--- src/rtl/sseg_scan_ctrl.sv ---
// Round-robin seven-segment scan scheduler: guard-blank step, 15 PWM steps per digit,
// and frame-boundary shadow updates through a load/ready handshake.
module sseg_scan_ctrl #(
  parameter int DIGITS      = 8,
  parameter int STEP_CYCLES = 6250,
  parameter int STEP_W      = 13
) (
  input  logic                  clk,
  input  logic                  reset,
  input  logic                  enable,
  input  logic                  load,
  input  logic [4*DIGITS-1:0]   data_in,
  input  logic [DIGITS-1:0]     dp_in,
  input  logic [DIGITS-1:0]     digit_en_in,
  input  logic [3:0]            bright_in,
  output logic                  ready,
  output logic [3:0]            num,
  output logic                  dp_n,
  output logic [DIGITS-1:0]     an,
  output logic                  frame_done
);

  localparam int IDX_W = (DIGITS > 1) ? $clog2(DIGITS) : 1;
  localparam logic [STEP_W-1:0] PRESC_MAX = STEP_W'(STEP_CYCLES - 1);
  localparam logic [IDX_W-1:0]  IDX_LAST  = IDX_W'(DIGITS - 1);

  localparam logic [1:0] ST_IDLE  = 2'd0;
  localparam logic [1:0] ST_BLANK = 2'd1;
  localparam logic [1:0] ST_DRIVE = 2'd2;

  logic [1:0]          state, nxt_state;
  logic [IDX_W-1:0]    idx, nxt_idx;
  logic [3:0]          step, nxt_step;
  logic [STEP_W-1:0]   presc, nxt_presc;

  logic [4*DIGITS-1:0] stg_data, shd_data, nxt_shd_data;
  logic [DIGITS-1:0]   stg_dp, shd_dp, nxt_shd_dp;
  logic [DIGITS-1:0]   stg_en, shd_en, nxt_shd_en;
  logic [3:0]          stg_bright, shd_bright, nxt_shd_bright;
  logic                pending, nxt_pending;

  logic                step_end, slot_end, frame_end, start, apply;
  logic [DIGITS-1:0]   an_nxt;

  assign step_end  = (presc == PRESC_MAX);
  assign slot_end  = (state == ST_DRIVE) && step_end && (step == 4'd15);
  assign frame_end = slot_end && (idx == IDX_LAST);
  assign start     = (state == ST_IDLE) && enable;
  assign apply     = (frame_end || start) && pending;

  // A load on the applying edge refills staging and keeps the request pending.
  assign nxt_pending    = load | (pending & ~apply);
  assign nxt_shd_data   = apply ? stg_data   : shd_data;
  assign nxt_shd_dp     = apply ? stg_dp     : shd_dp;
  assign nxt_shd_en     = apply ? stg_en     : shd_en;
  assign nxt_shd_bright = apply ? stg_bright : shd_bright;

  always_comb begin
    nxt_state = state;
    nxt_idx   = idx;
    nxt_step  = step;
    nxt_presc = presc;
    case (state)
      ST_IDLE: begin
        nxt_presc = '0;
        nxt_step  = 4'd0;
        nxt_idx   = '0;
        if (enable) nxt_state = ST_BLANK;
      end
      ST_BLANK: begin
        if (step_end) begin
          nxt_presc = '0;
          nxt_step  = 4'd1;
          nxt_state = ST_DRIVE;
        end else begin
          nxt_presc = presc + 1'b1;
        end
      end
      ST_DRIVE: begin
        if (step_end) begin
          nxt_presc = '0;
          if (step == 4'd15) begin
            nxt_step = 4'd0;
            if (enable) begin
              nxt_state = ST_BLANK;
              nxt_idx   = (idx == IDX_LAST) ? '0 : idx + 1'b1;
            end else begin
              nxt_state = ST_IDLE;
              nxt_idx   = '0;
            end
          end else begin
            nxt_step = step + 4'd1;
          end
        end else begin
          nxt_presc = presc + 1'b1;
        end
      end
      default: begin
        nxt_state = ST_IDLE;
        nxt_idx   = '0;
        nxt_step  = 4'd0;
        nxt_presc = '0;
      end
    endcase
  end

  // Outputs are decoded from next-state values so they move on the same edge as step/digit.
  always_comb begin
    an_nxt = '1;
    if ((nxt_state == ST_DRIVE) && nxt_shd_en[nxt_idx] && (nxt_step <= nxt_shd_bright))
      an_nxt[nxt_idx] = 1'b0;
  end

  always_ff @(posedge clk) begin
    if (reset) begin
      state      <= ST_IDLE;
      idx        <= '0;
      step       <= 4'd0;
      presc      <= '0;
      stg_data   <= '0;
      stg_dp     <= '0;
      stg_en     <= '0;
      stg_bright <= 4'd0;
      shd_data   <= '0;
      shd_dp     <= '0;
      shd_en     <= '0;
      shd_bright <= 4'd0;
      pending    <= 1'b0;
      ready      <= 1'b1;
      an         <= '1;
      num        <= 4'd0;
      dp_n       <= 1'b1;
      frame_done <= 1'b0;
    end else begin
      state      <= nxt_state;
      idx        <= nxt_idx;
      step       <= nxt_step;
      presc      <= nxt_presc;
      if (load) begin
        stg_data   <= data_in;
        stg_dp     <= dp_in;
        stg_en     <= digit_en_in;
        stg_bright <= bright_in;
      end
      shd_data   <= nxt_shd_data;
      shd_dp     <= nxt_shd_dp;
      shd_en     <= nxt_shd_en;
      shd_bright <= nxt_shd_bright;
      pending    <= nxt_pending;
      ready      <= ~nxt_pending;
      an         <= an_nxt;
      num        <= nxt_shd_data[{nxt_idx, 2'b00} +: 4];
      dp_n       <= ~nxt_shd_dp[nxt_idx];
      frame_done <= frame_end;
    end
  end

endmodule

--- config.mk ---
export PLATFORM = sky130hd
export DESIGN_NAME = sseg_scan_ctrl
export DESIGN_NICKNAME = d
export VERILOG_FILES = /design/src/rtl/sseg_scan_ctrl.sv
export SDC_FILE = /design/constraint.sdc
export NUM_CORES = 1
export LEC_CHECK = 0
export ABC_AREA = 1
export BUFFER_PORTS_ARGS = -buffer_cell sky130_fd_sc_hd__buf_2
export CAP_MARGIN = 20
export CORE_MARGIN = 1.5
export CORE_UTILIZATION = 25
export CTS_CLUSTER_SIZE = 20
export DETAILED_ROUTE_END_ITERATION = 6
export GPL_ROUTABILITY_DRIVEN = 0
export PLACE_DENSITY = 0.43
export SETUP_SLACK_MARGIN = 0.2
export SYNTH_ARGS = -nofsm -noshare
export SYNTH_HDL_FRONTEND = slang
export SYNTH_SLANG_ARGS = --single-unit
export TNS_END_PERCENT = 50
--- constraint.sdc ---
create_clock -name clk -period 2.5 [get_ports clk]
set_clock_uncertainty 0.1 [all_clocks]
set_input_delay 0.25 -clock clk [delete_from_list [all_inputs] [get_ports clk]]
set_output_delay 0.25 -clock clk [all_outputs]
set_load 0.02 [all_outputs]
## Word-level counts from Yosys, hierarchy flattened

Cells that the tools add are included.

| storage, ports and cells | value |
|---|---|
| RAM bits | 0 |
| memory bits (read-only) | 0 |
| flip-flop bits (word level) | 142 |
| output and inout bits | 15 |
| bits in latches | 0 |
| input port bits | 56 |
| word-level logic and storage cells | 77 |
| memories kept | 0 |

| cells by class | value |
|---|---|
| multiplexer cells | 25 |
| order comparisons | 3 |
| bitwise operators | 8 |
| add/sub/neg operators | 3 |
| reduce and logical (&&, ||, !) cells | 13 |
| shift-type cells | 1 |
| multipliers | 0 |
| div/mod/pow operators | 0 |
| equality and inequality tests | 6 |

Operators with widths:

| kind | count |
|---|---|
| $mux 32 | 1 |
| $shiftx 32x6->4 | 1 |
| $mux 4 | 4 |
| $mux 8 | 2 |
| $add 13x1->13 const B | 1 |
| $eq 13x13->1 const B | 1 |
| $mux 3 | 4 |
| $logic_and 1x1->1 | 8 |
| $mux 2 | 4 |
| $not 8->8 | 1 |
| $pmux 4 s2 | 1 |
| $bmux 1 s3 | 2 |
| $pmux 2 s3 | 1 |
| $pmux 3 s2 | 1 |
| $not 1->1 | 5 |
| $add 4x1->4 const B | 1 |
| $eq 2x2->1 const B | 2 |
| $eq 4x4->1 const B | 1 |
| $le 4x4->1 | 1 |
| $lt 3x4->1 const B | 1 |
| $mux 1 | 4 |
| $reduce_or 2->1 | 2 |
| $add 3x1->3 const B | 1 |
| $demux 1 s3 | 1 |
| 8 further kinds | 8 |

## Longest topological paths before layout

| logic depth | value |
|---|---|
| word-level depth | 13 |
| depth in mapped cells | 20 |
| mapped depth without buffers | 19 |

## Least setup slack after synthesis

No wires, ideal clock.

| timing | value |
|---|---|
| path kind | register to register |
| start point | register idx[0] |
| end point | register an[0] |
| clock period less this slack | 2.733 ns |
| path slack | -0.233 ns |
| data required time | 2.268 ns |
| setup time | 0.132 ns |
| buffers on the path | 2 |
| stages on the path, launching flop included | 21 |
| arrival | 2.501 ns |
| cells stage by stage | dfxtp_1 -> ha_1 -> ha_1 -> nand2_1 -> inv_1 -> nand4_2 -> nand2_2 -> nand2_4 -> buf_6 -> buf_6 -> mux2i_1 -> ha_1 -> inv_1 -> nor2_1 -> o21ai_0 -> a32o_1 -> nand3_1 -> nor2_1 -> nand2_1 -> inv_2 -> nand4_1 |

| between the ends | value |
|---|---|
| longest elaborated chain between the ends | 12 |
| elaborated cells between the ends (all ways) | 25 |
| those cells by class | 1 x add/sub; 3 x order compare; 1 x eq/ne; 11 x mux; 2 x bitwise; 7 x reduce/logical |

RTL lines:

| element | line | source |
|---|---|---|
| start: declaration | 32 | `logic [IDX_W-1:0] idx, nxt_idx;` |
| start signal: assignment | 136 | `idx <= nxt_idx;` |
| parallel branches: the longest is 12 deep, another holds $lt 3x4->1 | -- |  |
| end signal: assignment | 151 | `an <= an_nxt;` |
| end: declaration | 19 | `output logic [DIGITS-1:0] an,` |

Parallel ways; which one is timed is not known. The select of a mux whose other input is x is not followed.
A chain may end at the register's enable or synchronous reset.

## Worst setup path in the final report

| timing | value |
|---|---|
| start point | register idx[0] |
| end point | register an[6] |

Same word-level chain as after synthesis.

==> flow_summary.ini <==
[worst_setup_path]
critPathRequiredTime_ns = 2.70
cp_max_fo = 8
critPathArrivalTime_ns = 2.76
rr_worst_depth = 18
crit_type = register to register
start_kind = register
end_kind = register

[pwr]
power.switching_mw = 1.35
p_int_mw = 3.93
power_density_nw_per_um2 = 626
p_comb_share_pct = 9.9
vdd_drop_max_uv = 346
p_total_mw = 5.28
power.share.switching_pct = 25.6
seqPwrFrac_pct = 45.9
p_leak_nw = 3.84
p_clk_share_pct = 44.2

[place]
io_buffers = 70
dp_cells = 1264
place_hpwl_mm = 11.5

[sta]
fin_crit_ns = 2.56
slew_viol_final = 0
relSlewSlack_pct = 60.6
post-route-period-util_pct = 102
fmax_ghz = 0.391
hold_viol_final = 0
whs_ns = 0.0381
rsz0062_at_grt = yes
tightest_slew_ns = 0.590
fin_ws_ns = -0.0605
setup_viol_count_final = 8

[synth]
async_flop_share_pct = 0
synth_seq_cells = 142
syn-num-nets = 921
yosys_warnings = 0
syn_area_um2 = 6120
avgSynthCellArea_um2 = 7.18
netlist_instances = 852
ys.flop_type = dfxtp_1
ys_seq_area_share_pct = 46.5
synth-edff-count = 0
ys_types = 37

[routing]
wl_per_cell_um = 11.9
first_iter_violations = 314
drc = 0
postRouteAntennaNets = 0
via_count = 5557
drt-pass1-iter-count = 4
via_per_inst = 4.10
drt-total-wl_mm = 16.2

[layout]
diodes = 0
ff_latch_area_um2 = 2860
area_growth_pct = 37.9
multiInputGateArea_um2 = 2900
final_cell_mix = 182 x nor2_1, 163 x nand2_1, 129 x dfxtp_1
nFillCells = 2622
final_common_cell = nor2_1
final_cells = 1355
drive_above_1_share_pct = 22.2
nNetsFinal = 1087

[worst_hold_path]
min_path_cells = 3
hold_path.class = input port to register

[die]
start_util_pct = 25.3
die_w_um = 159
rows = 57
fp.dieH_um = 159
dieArea_um2 = 25400
ioPinCount = 71
core-area_um2 = 24200

[run_status]
violations = setup timing
outcome = finished with violations

[cts]
cts_made_buffers = 17
cts_sinks = 142
ctsLongestPathBuffers = 2
h-tree-depth = 4
cts.clk_slew.worst_paths_ns = 0.06
cts_tree = done
clk_latency_ns = 0.43
root_buffer = clkbuf_16

[job]
maxCapViolCount = 0

[global_routing]
grt_max_degree = 51
grtUsageTotal_pct = 13.4
grt_pass1_wl_mm = 26.9
antenna_found_initial = 0
overflow = 0
grt_pass1_vias = 5315
[synth_stat cells, types with 3 or more instances]
master / instances / share of area [%]
nand3b_1: 3 / 0.37
nor3b_1: 5 / 0.61
buf_4: 3 / 0.37
nand2_4: 3 / 0.55
ha_1: 13 / 2.7
nand2_1: 169 / 10
nor2_2: 4 / 0.41
buf_2: 10 / 0.82
nand3_1: 44 / 3.6
nor2_1: 186 / 11
inv_1: 75 / 4.6
o21a_1: 5 / 0.61
o21ai_0: 60 / 4.9
nor2_4: 5 / 0.92
clkbuf_1: 23 / 1.4
nand4_1: 8 / 0.82
a21oi_1: 20 / 1.6
nor3_1: 5 / 0.41
inv_2: 7 / 0.43
dfxtp_1: 142 / 46
o21ai_1: 33 / 2.7
nand2_2: 5 / 0.51
buf_6: 3 / 0.55
mux2i_1: 4 / 0.65
[per-layer routing]
layer	vias to the layer above	track usage, %	share of wire, %
met5	-	0	0
met3	13	3.05	2.5
met1	2436	18.5	54
li1	3035	-	-
met2	73	20.3	42
met4	0	4.50	1.3
[power groups by stage]
stage | clock (mW) | sequential, mW | combinational, mW
after floorplan | 0 | 2.46 | 0.295
after global placement | 0 | 2.47 | 0.452
after detailed placement | 0 | 2.47 | 0.453
after CTS | 2.40 | 2.42 | 0.524
after global routing | 2.50 | 2.43 | 0.607
final | 2.33 | 2.42 | 0.524
[state kept, by name (all words and copies together), names as in the netlist, 4 cells and up]
signal / count
an: 8
step: 4
shd_data: 32
presc: 13
shd_bright: 4
stg_bright: 4
shd_en: 8
stg_en: 8
stg_data: 32
stg_dp: 8
num: 4
shd_dp: 8
[critical path, stage by stage, from the launching register on]
cell     delay [ns]
dfxtp_2        0.35
ha_4           0.14
ha_4           0.12
nand2_2        0.04
inv_2          0.06
nand4_4        0.12
nand2_4        0.12
nand2_8        0.07
mux2i_2        0.16
ha_1           0.31
inv_1          0.06
nor2_1         0.03
o21ai_1        0.12
a32o_1         0.14
nand3_1        0.07
nor2_1         0.13
nand2_1        0.10
inv_4          0.10
nand4_1        0.08
[final cells by class]
type	instances	area share (%)
Multi-Input combinational cell	586	34.4
Sequential cell	142	33.9
Timing Repair Buffer	188	16.8
Clock buffer	19	5.37
Tap cell	324	4.80
Inverter	83	3.72
Clock inverter	13	1.08
[path summary, 6_finish.rpt]
path / from / end / slack (ns)
worst min register to register: shd_en[0]$_SDFF_PP0_ / shd_en[0]$_SDFF_PP0_ / 0.37
worst max-delay path: idx[0]$_SDFF_PP0_ / an[6]$_SDFF_PP1_ / -0.06
worst min-delay path: digit_en_in[4] / stg_en[4]$_SDFFE_PP0P_ / 0.04
worst max register to register: idx[0]$_SDFF_PP0_ / an[6]$_SDFF_PP1_ / -0.06
[kinds of logic after synthesis]
kind of cell	Yosys count	synth area share, %
XOR/XNOR	2	0.286
AO/OA/AOI/OAI	128	11.3
flip-flops	142	46.5
multiplexers	4	0.655
buffers and inverters	124	8.37
AND/OR/NAND/NOR	439	30.3
adder cells (fa/ha/maj)	13	2.66
[through the flow]
step / instance area [um2] / setup TNS (ns) / util [%] / worst slack, ns
2_1_floorplan: 6170 / -1.17 / - / -0.147
3_3_place_gp: 7210 / -1.12 / 29.8 / -0.145
3_5_place_dp: 7210 / -1.61 / 29.8 / -0.207
4_1_cts: 8350 / -0.812 / 34.5 / -0.116
5_1_grt: 8440 / -2.07 / 34.9 / -0.262
6_report: 8440 / -0.428 / 34.9 / -0.0605
[what timing repair did]
item / in CTS / in global routing
hold buffers: 51 / 0
endpoints found under the hold margin: 51 / 0
endpoints found under the setup margin: 13 / 15
pin swaps: 14 / 15
gates cloned: 0 / 0
resized for setup: 20 / 16
setup buffers: 3 / 5
Note: power is estimated with default switching activity, not from simulation.
